## src/rtl/cp0_pkg.sv

```systemverilog
// cp0_pkg: register numbers, SR/Cause bit positions and exception codes shared by the CP0 slice
package cp0_pkg;
  localparam logic [4:0] REG_BADVADDR = 5'd8;
  localparam logic [4:0] REG_COUNT    = 5'd9;
  localparam logic [4:0] REG_COMPARE  = 5'd11;
  localparam logic [4:0] REG_SR       = 5'd12;
  localparam logic [4:0] REG_CAUSE    = 5'd13;
  localparam logic [4:0] REG_EPC      = 5'd14;
  localparam logic [4:0] REG_PRID     = 5'd15;
  localparam int IE_BIT    = 0;
  localparam int EXL_BIT   = 1;
  localparam int EXC_LSB   = 2;
  localparam int TIMER_BIT = 9;
  localparam int IP_LSB    = 10;
  localparam int TI_BIT    = 30;
  localparam int BD_BIT    = 31;
  localparam logic [4:0] EXC_INT  = 5'd0;
  localparam logic [4:0] EXC_ADEL = 5'd4;
  localparam logic [4:0] EXC_ADES = 5'd5;
endpackage

```

## src/rtl/cp0_counter.sv

```systemverilog
// cp0_counter: prescaled Count, Compare and the sticky timer-pending flag
module cp0_counter #(
  parameter int COUNT_DIV = 1
) (
  input  logic        clk,
  input  logic        reset,
  input  logic        count_we,
  input  logic        compare_we,
  input  logic [31:0] wdata,
  output logic [31:0] count,
  output logic [31:0] compare,
  output logic        pending
);
  localparam int PW = COUNT_DIV > 1 ? $clog2(COUNT_DIV) : 1;
  localparam logic [PW-1:0] PRE_MAX = PW'(COUNT_DIV - 1);
  logic [PW-1:0] pre_q, pre_d;
  logic [31:0] count_q, count_d, compare_q, compare_d;
  logic pending_q, pending_d, tick;
  always_comb begin
    tick = pre_q == PRE_MAX;
    pre_d = (count_we || tick) ? '0 : pre_q + 1'b1;
    count_d = count_we ? wdata : count_q + {31'b0, tick};
    compare_d = compare_we ? wdata : compare_q;
    // set only on the increment that lands on Compare; a Compare write always clears
    pending_d = !compare_we && (pending_q || (tick && count_q + 32'd1 == compare_q));
  end
  always_ff @(posedge clk or negedge reset) begin
    if (!reset) begin
      pre_q <= '0;
      count_q <= '0;
      compare_q <= '1;
      pending_q <= 1'b0;
    end else begin
      pre_q <= pre_d;
      count_q <= count_d;
      compare_q <= compare_d;
      pending_q <= pending_d;
    end
  end
  assign count = count_q;
  assign compare = compare_q;
  assign pending = pending_q;
endmodule

```

## src/rtl/cp0_timer.sv

```systemverilog
// cp0_timer: system-control coprocessor with SR/Cause/EPC/BadVAddr, prescaled Count/Compare timer and exception request
module cp0_timer import cp0_pkg::*; #(
  parameter int          NUM_HWINT = 6,
  parameter int          COUNT_DIV = 1,
  parameter logic [31:0] PRID_VAL  = 32'h0000_0007
) (
  input  logic                 clk,
  input  logic                 reset,
  input  logic [31:0]          cp0_in,
  input  logic [4:0]           cp0_a1,
  input  logic [4:0]           cp0_a2,
  input  logic                 cp0_we,
  input  logic [4:0]           exc_code,
  input  logic [31:0]          m_pc,
  input  logic [31:0]          bad_vaddr,
  input  logic                 is_delay,
  input  logic                 exl_clr,
  input  logic [NUM_HWINT-1:0] hw_int,
  output logic                 req,
  output logic [31:0]          epc_out,
  output logic [31:0]          cp0_out,
  output logic                 timer_irq
);
  localparam logic [31:0] SR_MASK = ({{(32-NUM_HWINT){1'b0}}, {NUM_HWINT{1'b1}}} << IP_LSB)
                                  | (32'd1 << TIMER_BIT) | 32'd3;
  logic [31:0] sr_q, sr_d, epc_q, epc_d, badv_q, badv_d, count, compare, cause;
  logic [NUM_HWINT-1:0] ip_q;
  logic [4:0] exc_q, exc_d;
  logic bd_q, bd_d, pending, int_req, exc_req, wr;
  cp0_counter #(.COUNT_DIV(COUNT_DIV)) u_counter (
    .clk        (clk),
    .reset      (reset),
    .count_we   (wr && cp0_a2 == REG_COUNT),
    .compare_we (wr && cp0_a2 == REG_COMPARE),
    .wdata      (cp0_in),
    .count      (count),
    .compare    (compare),
    .pending    (pending)
  );
  always_comb begin
    int_req = |({sr_q[IP_LSB +: NUM_HWINT], sr_q[TIMER_BIT]} & {hw_int, pending}) && sr_q[IE_BIT] && !sr_q[EXL_BIT];
    exc_req = exc_code != EXC_INT && !sr_q[EXL_BIT];
    req = reset && (int_req || exc_req);
    wr = cp0_we && !req;
    sr_d = (wr && cp0_a2 == REG_SR) ? cp0_in & SR_MASK : sr_q;
    sr_d[EXL_BIT] = req || (sr_d[EXL_BIT] && !exl_clr);
    bd_d = req ? is_delay : bd_q;
    exc_d = req ? (int_req ? EXC_INT : exc_code) : exc_q;
    epc_d = req ? (is_delay ? m_pc - 32'd4 : m_pc) : ((wr && cp0_a2 == REG_EPC) ? cp0_in : epc_q);
    badv_d = (req && exc_req && (exc_code == EXC_ADEL || exc_code == EXC_ADES)) ? bad_vaddr : badv_q;
    cause = '0;
    cause[BD_BIT] = bd_q;
    cause[TI_BIT] = pending;
    cause[IP_LSB +: NUM_HWINT] = ip_q;
    cause[TIMER_BIT] = pending;
    cause[EXC_LSB +: 5] = exc_q;
    case (cp0_a1)
      REG_BADVADDR: cp0_out = badv_q;
      REG_COUNT:    cp0_out = count;
      REG_COMPARE:  cp0_out = compare;
      REG_SR:       cp0_out = sr_q;
      REG_CAUSE:    cp0_out = cause;
      REG_EPC:      cp0_out = epc_q;
      REG_PRID:     cp0_out = PRID_VAL;
      default:      cp0_out = '0;
    endcase
  end
  always_ff @(posedge clk or negedge reset) begin
    if (!reset) begin
      sr_q <= '0;
      epc_q <= '0;
      badv_q <= '0;
      bd_q <= 1'b0;
      exc_q <= '0;
      ip_q <= '0;
    end else begin
      sr_q <= sr_d;
      epc_q <= epc_d;
      badv_q <= badv_d;
      bd_q <= bd_d;
      exc_q <= exc_d;
      ip_q <= hw_int;
    end
  end
  assign epc_out = epc_q;
  assign timer_irq = pending;
endmodule

```

## config.mk

```make
export PLATFORM = sky130hd
export DESIGN_NAME = cp0_timer
export DESIGN_NICKNAME = d
export VERILOG_FILES = /design/src/rtl/cp0_pkg.sv /design/src/rtl/cp0_counter.sv /design/src/rtl/cp0_timer.sv
export SDC_FILE = /design/constraint.sdc
export NUM_CORES = 1
export LEC_CHECK = 0
export CAP_MARGIN = 25
export CORE_MARGIN = 1.5
export CORE_UTILIZATION = 50
export DETAILED_ROUTE_END_ITERATION = 8
export DONT_BUFFER_PORTS = 1
export PLACE_DENSITY_LB_ADDON = 0.15
export SLEW_MARGIN = 20
export SYNTH_ARGS = -nofsm -noshare
export SYNTH_HDL_FRONTEND = slang
export SYNTH_HIERARCHICAL = 1
export SYNTH_SLANG_ARGS = --single-unit
```

## constraint.sdc

```tcl
create_clock -name clk -period 3.2 [get_ports clk]
set_input_delay 0.8 -clock clk [delete_from_list [all_inputs] [get_ports clk]]
set_output_delay 0.8 -clock clk [all_outputs]
set_load 0.005 [all_outputs]
```

==> flow_summary_export.csv, run 1 <==
group,metric,value,unit
clock_tree,ctsHtreeMaxLevel,4,
sta,rsz0062_at_grt,"false",
synth,synth_top_area_share,33.1,%
sta,tightestPinTransition,0.619,ns
synth,synth_area_leaders,"dfrtp_1 33%, mux2_2 11%, dfstp_2 9.3%",
sta,fin_skew,0.0102,ns
detailed_routing,viasPerCell,6.41,
detailed_routing,routed.top_layer,"met4",
setup_path,reg2reg_depth,12,
synth,avgSynthCellArea,10.0,sq um
synth,synth_ff_type,"dfrtp_1",
global_routing,grt_antenna_before_repair,2,
clock_tree,cts_buffers,17,
setup_path,crit_arrival,2.10,ns
global_routing,grt_pass1_wl,42100,um
setup_path,criticalPathCategory,"primary input to output port",
clock_tree,cts_tree,"built",
die,dieArea,18800,sq um
setup_path,crit_start,"cp0_a1[1]",
detailed_routing,drt_first_iter_violations,617,
sta,max-slew-margin-rel,58.7,%
synth,syn-num-nets,1025,
detailed_routing,drtAntennaViolNets,0,
detailed_routing,drc,0,
clock_tree,clockBufferDepth,2,
synth,synth_warnings,6,
global_routing,track_usage,30.2,%
synth,synth_top_cells_by_count,"119 x dfrtp_1, 107 x nand2_1, 84 x mux2_2",
layout,n_fill_cell,1564,
synth,synth-edff-count,0,
layout,regArea,3820,sq um
setup_path,critPathMaxFanout,32,
sta,post-route-min-period,2.90,ns
die,die_y,137,um
detailed_routing,wl,27700,um
power_and_ir_drop,combPwrFrac,23.4,%
layout,finish.instance_area,9910,sq um
synth,synth_area,9000,sq um
setup_path,critPathSlowestCell,"or3b_2",
layout,nNetsFinal,1002,
power_and_ir_drop,power_density,703,nW/um^2
setup_path,cp-start-kind,"primary input",
synth,ys_ff_latch,151,
setup_path,crit_required,2.40,ns
detailed_routing,wl_met1,12000,um
layout,drive_above_1_share,22.8,%
placed_design,gp_congestion,0.967,
global_routing,grt.overflow.total,0,
setup_path,cpPeakStageDelay,0.49,ns
sta,final-setup-viol-count,0,
sta,min_period_over_period,90.6,%
run,drv_cap,0,
die,fp-row-count,48,
power_and_ir_drop,leakage,0.00374,uW
placed_design,dp_hpwl,20700,um
global_routing,grt_pass1_vias,7022,
clock_tree,clkSlewWorstSetupHoldPaths,0.06,ns
synth,synth_cells,899,
clock_tree,clkLatencyLatePin,0.42,ns
power_and_ir_drop,p_switching,2370,uW
power_and_ir_drop,sw_frac_of_total,34.0,%
synth,yosysMostFrequentCell,"dfrtp_1",
synth,yosysUniqueCellTypes,72,
clock_tree,cts.sinks,151,
sta,drv_slew,0,
detailed_routing,wl_per_cell,24.9,um
placed_design,port_buffers,0,
setup_path,cp_cell_sequence,"or3b_2 > nor3_2 > buf_12 > a22oi_1 > nand3_1",
layout,area_growth,10.1,%
layout,antenna_cells,0,
synth,synth-async-reset-ratio,100,%
power_and_ir_drop,ir_worst_vdd,0.373,mV
power_and_ir_drop,p_clk_share,31.2,%
die,start_util,51.7,%
detailed_routing,dr.pass1.iters,5,
power_and_ir_drop,internal_power,4600,uW
clock_tree,cts_hold_buf,0,
setup_path,endpoint_kind,"output port",
clock_tree,post-cts-setup-buffers,0,
clock_tree,cts_resized,0,
detailed_routing,num_vias,7139,
status,run_status,"completed",
synth,yosysSeqAreaShare,42.4,%
synth,yosys.area.top_type,"dfrtp_1",
setup_path,rr_startpoint,"sr_q[14]",
sta,max_freq,0.345,GHz
placed_design,place_area,9270,sq um
die,core-area,17400,sq um
power_and_ir_drop,p_seq_share,45.4,%
sta,hold_viol_final,0,
detailed_routing,wl_met2,12700,um
worst_hold_path,hold_path_class,"primary input to asynchronous set/reset pin",
layout,multi_input_area,4920,sq um
sta,setup_tns,0,ns
die,io_pins,188,
global_routing,grt_max_degree,153,
detailed_routing,route.met3.wl,2750,um
die,die_w,137,um
clock_tree,clock-root-buffer,"clkbuf_16",
## placed cells by master (no fill, tap or decap), drive strengths merged, types with 4 or more instances in the layout
master	netlist	routed
dfrtp	119	119
nand2	107	107
mux2	92	92
o21ai	63	63
a22oi	62	62
xnor2	62	62
nor2	42	42
xor2	32	32
dfstp	32	32
nor3	27	27
nand3	24	24
clkbuf	35	20
nor4	20	20
mux2i	19	19
nand4	19	19
buf	23	16
inv	12	15
a21oi	12	12
or3	11	11
a222oi	10	10
a211oi	6	6
or2	6	6
nand2b	5	5
a31oi	5	5
a22o	4	4
ha	4	4
bufinv	0	4
## final timing paths
check                                       end  slack, ns
max reg2reg                   u_counter/pending       0.66
max in group asynchronous  u_counter/compare[3]       2.76
min reg2reg                                bd_q       0.49
max                                 cp0_out[13]       0.30
min in group clk                        ip_q[4]       0.41
min                                   badv_q[4]       0.07
## final cells by class
type	count	area share, %
clock buffers	20	4.61
clock inverters	12	1.89
inverters	12	0.455
multi-input cells	678	49.7
flip-flops and latches	151	38.5
well taps	225	2.84
repair buffers	16	1.97
## stage by stage
| stage | setup WS [ns] | cells | hold slack [ns] | utilization [%] | power [uW] |
|---|---|---|---|---|---|
| after floorplan | 0.0462 | 899 | 0.447 | - | 4350 |
| after global placement | 0.209 | 1082 | 0.483 | 53.2 | 4720 |
| after detailed placement | 0.177 | 1082 | 0.478 | 53.2 | 4790 |
| after CTS | 0.321 | 1114 | 0.0622 | 56.9 | 6970 |
| after global routing | 0.248 | 1114 | 0.0551 | 56.9 | 7310 |
| final | 0.300 | 1114 | 0.0730 | 56.9 | 6960 |
## metal layers
layer | vias up | GRT usage, %
li1 | 3229 | -
met1 | 3575 | 44.0
met2 | 322 | 45.2
met3 | 13 | 8.04
met4 | 0 | 5.85
met5 | - | 0
## logic make-up (layout without fill, tap and decap cells)
family	after synthesis	in the layout	synth area share, %
multiplexers	111	111	13.6
buffers and inverters	70	60	3.35
XOR/XNOR	94	94	9.15
AO/OA/AOI/OAI	181	181	13.5
flip-flops	151	151	42.4
adder cells (fa/ha/maj)	4	4	0.556
AND/OR/NAND/NOR	287	287	17.4
other	1	1	0.0417
## critical path: cells and delay by family
family                 cells  cell delay, ns
and+or+nand+nor            3            0.91
buffers and inverters      1            0.23
AOI/OAI and AO/OA          1            0.13
## flip-flops by register name (all words and copies together) (netlist names)
signal and flops:
u_counter/pre_q 1, bd_q 1, u_counter/count 32, epc_out 32
ip_q 6, u_counter/compare 32, badv_q 32, exc_q 5
sr_q 9, u_counter/pending 1
## power by group through the flow
stage / clock [uW] / combinational, uW / sequential [uW]
CTS: 2200 / 1620 / 3150
finish: 2170 / 1630 / 3170
floorplan: 0 / 1540 / 2810
detailed placement: 0 / 1610 / 3180
global route: 2280 / 1790 / 3230
global placement: 0 / 1570 / 3160
Note: power is estimated with default switching activity, not from simulation.
==> run 2: changes to the inputs <==
- CORE_MARGIN: 1.5 -> 2
- CTS_BUF_LIST: not set -> sky130_fd_sc_hd__clkbuf_8
==> run 2 against run 1 <==
Effect of this change:
- utilization fell by 2.3 points
- setup slack worse by 0.066 ns
- largest cell class unchanged
- routed wire length fell by 1.6%
- non-clock buffer count up 3
- register-to-register slack got worse by 0.15 ns
- global-route usage is 1.3 points lower
- clock skew is 0.0045 ns higher
- worst hold slack got worse by 0.036 ns
- clock power down 24%
- critical path depth unchanged
- critical path type is now flop to output port
- first-iteration DRC count up 1.9%
==> flow_summary_export.csv, run 2 (synthesized netlist as in run 1, its figures left out) <==
group,metric,value,unit
sta,hold_slack,0.0367,ns
layout,layout_common_cells,"119 x dfrtp_1, 107 x nand2_1, 84 x mux2_2",
power_and_ir_drop,leakage,0.00366,uW
setup_path,crit_cells,5,
setup_path,critPathSlowestCell,"a222oi_1",
placed_design,gp_congestion,1.05,
power_and_ir_drop,power_density,665,nW/um^2
sta,rsz0062_at_grt,"false",
global_routing,grt.overflow.total,0,
clock_tree,clockBufferDepth,2,
detailed_routing,wl_per_cell,24.3,um
die,io_pins,188,
status,run_status,"completed",
placed_design,dp_hpwl,20500,um
setup_path,crit_required,2.40,ns
setup_path,cp_cell_sequence,"a222oi_1 > a31oi_1 > o21ai_4 > inv_2 > buf_4",
layout,drive_above_1_share,23.0,%
global_routing,grt_max_degree,153,
layout,fin_util,54.6,%
setup_path,critPathMaxFanout,17,
clock_tree,cts_tree,"built",
sta,max_freq,0.337,GHz
detailed_routing,drt_first_iter_violations,629,
sta,max-slew-margin-rel,57.7,%
detailed_routing,drc,0,
clock_tree,cts.sinks,151,
die,start_util,50.6,%
layout,nNetsFinal,1005,
sta,final-setup-viol-count,0,
setup_path,crit_end,"req",
setup_path,reg2reg_depth,12,
layout,area_growth,7.87,%
detailed_routing,num_vias,7129,
global_routing,grt_antenna_before_repair,1,
clock_tree,cts_resized,0,
setup_path,endpoint_kind,"output port",
layout,antenna_cells,0,
sta,tightestPinTransition,0.628,ns
die,core-area,17800,sq um
sta,setup_tns,0,ns
global_routing,grt_pass1_wl,42500,um
clock_tree,clock-root-buffer,"clkbuf_8",
detailed_routing,dr.pass1.iters,6,
layout,n_fill_cell,1613,
detailed_routing,drtAntennaViolNets,0,
sta,min_period_over_period,92.7,%
global_routing,grt_pass1_vias,7040,
setup_path,cp-start-kind,"flop",
setup_path,rr_startpoint,"sr_q[14]",
sta,post-route-min-period,2.97,ns
setup_path,crit_buf_inv,2,
clock_tree,cts_buffers,17,
setup_path,r2r_slack,0.51,ns
power_and_ir_drop,p_total,6450,uW
sta,drv_slew,0,
setup_path,criticalPathCategory,"flop to output port",
global_routing,track_usage,28.8,%
die,die_y,138,um
placed_design,place_inst,1088,
power_and_ir_drop,ir_worst_vdd,0.296,mV
clock_tree,post-cts-setup-buffers,0,
worst_hold_path,hold_path_class,"primary input to asynchronous set/reset pin",
setup_path,crit_arrival,2.17,ns
die,die_w,138,um
clock_tree,ctsHtreeMaxLevel,4,
layout,finalNonFillerCells,1121,
clock_tree,clkLatencyLatePin,0.46,ns
placed_design,port_buffers,0,
clock_tree,clkSlewWorstSetupHoldPaths,0.08,ns
setup_path,timing.rr.end,"u_counter/pending",
detailed_routing,wl,27200,um
layout,final_common_cell,"dfrtp_1",
sta,fin_skew,0.0147,ns
die,dieArea,19100,sq um
detailed_routing,viasPerCell,6.36,
setup_path,crit_start,"sr_q[14]",
run,drv_cap,0,
layout,regArea,3820,sq um
sta,hold_viol_final,0,
setup_path,cp_top_family,"compound AO/OA/AOI/OAI gates",
setup_path,cpPeakStageDelay,0.49,ns
die,fp-row-count,49,
layout,multi_input_area,4920,sq um
[run 2: how the worst min path moves through the flow]
stage | start | endpoint | slack, ns | cells past startpoint
global route | reset | exc_q[1] | 0.004 | 0
global placement | bd_q | bd_q | 0.48 | 2
floorplan | bd_q | bd_q | 0.45 | 2
detailed placement | bd_q | bd_q | 0.47 | 2
CTS | reset | badv_q[6] | 0.0008 | 0
finish | reset | badv_q[5] | 0.04 | 0
[run 2: per-layer routing]
layer  share of wire [%]  up-vias  global-route usage (%)  wire, um
li1                    -     3231                       -         -
met1                  44     3539                    41.3     11900
met2                  46      321                    43.1     12500
met3                 8.5       36                    7.69      2330
met4                 2.1        2                    8.81       569
met5               0.048        -                       0        13
[run 2: cell type report]
type                       count  share of cell area, %
clock buffer                  20                   2.84
clock inverter                12                   1.79
inverter                      12                  0.464
multi-input combinational    678                   50.7
sequential                   151                   39.3
tap                          229                   2.95
timing repair buffer          19                   1.88
[run 2: power breakdown]
part / switching, uW / internal [uW] / leakage, uW
Combinational: 845 / 794 / 0.00169
Clock: 740 / 910 / 0.000223
Sequential: 724 / 2440 / 0.00175
[run 2: worst register-to-register path: stages, from the launching register on]
cell and delay (ns):
dfrtp_1 0.42, a222oi_1 0.49, a31oi_1 0.31, o21ai_4 0.22, inv_2 0.06, nor4b_2 0.26
buf_4 0.18, nor4_1 0.05, nand3_1 0.09, a211oi_1 0.05, nand4_1 0.13, nor4_2 0.05
a32o_1 0.26
[run 2: timing repair]
action / in CTS / in global routing
hold buffers: 0 / 1
hold endpoints to repair: 0 / 5
endpoints found under the setup margin: 0 / 0
[run 2: per-stage QoR]
| stage | setup WS, ns | area [sq um] |
|---|---|---|
| final | 0.235 | 9710 |
| after global routing | 0.149 | 9710 |
| after CTS | 0.253 | 9700 |
| after detailed placement | 0.177 | 9250 |
| after global placement | 0.227 | 9250 |
| after floorplan | 0.0462 | 9000 |
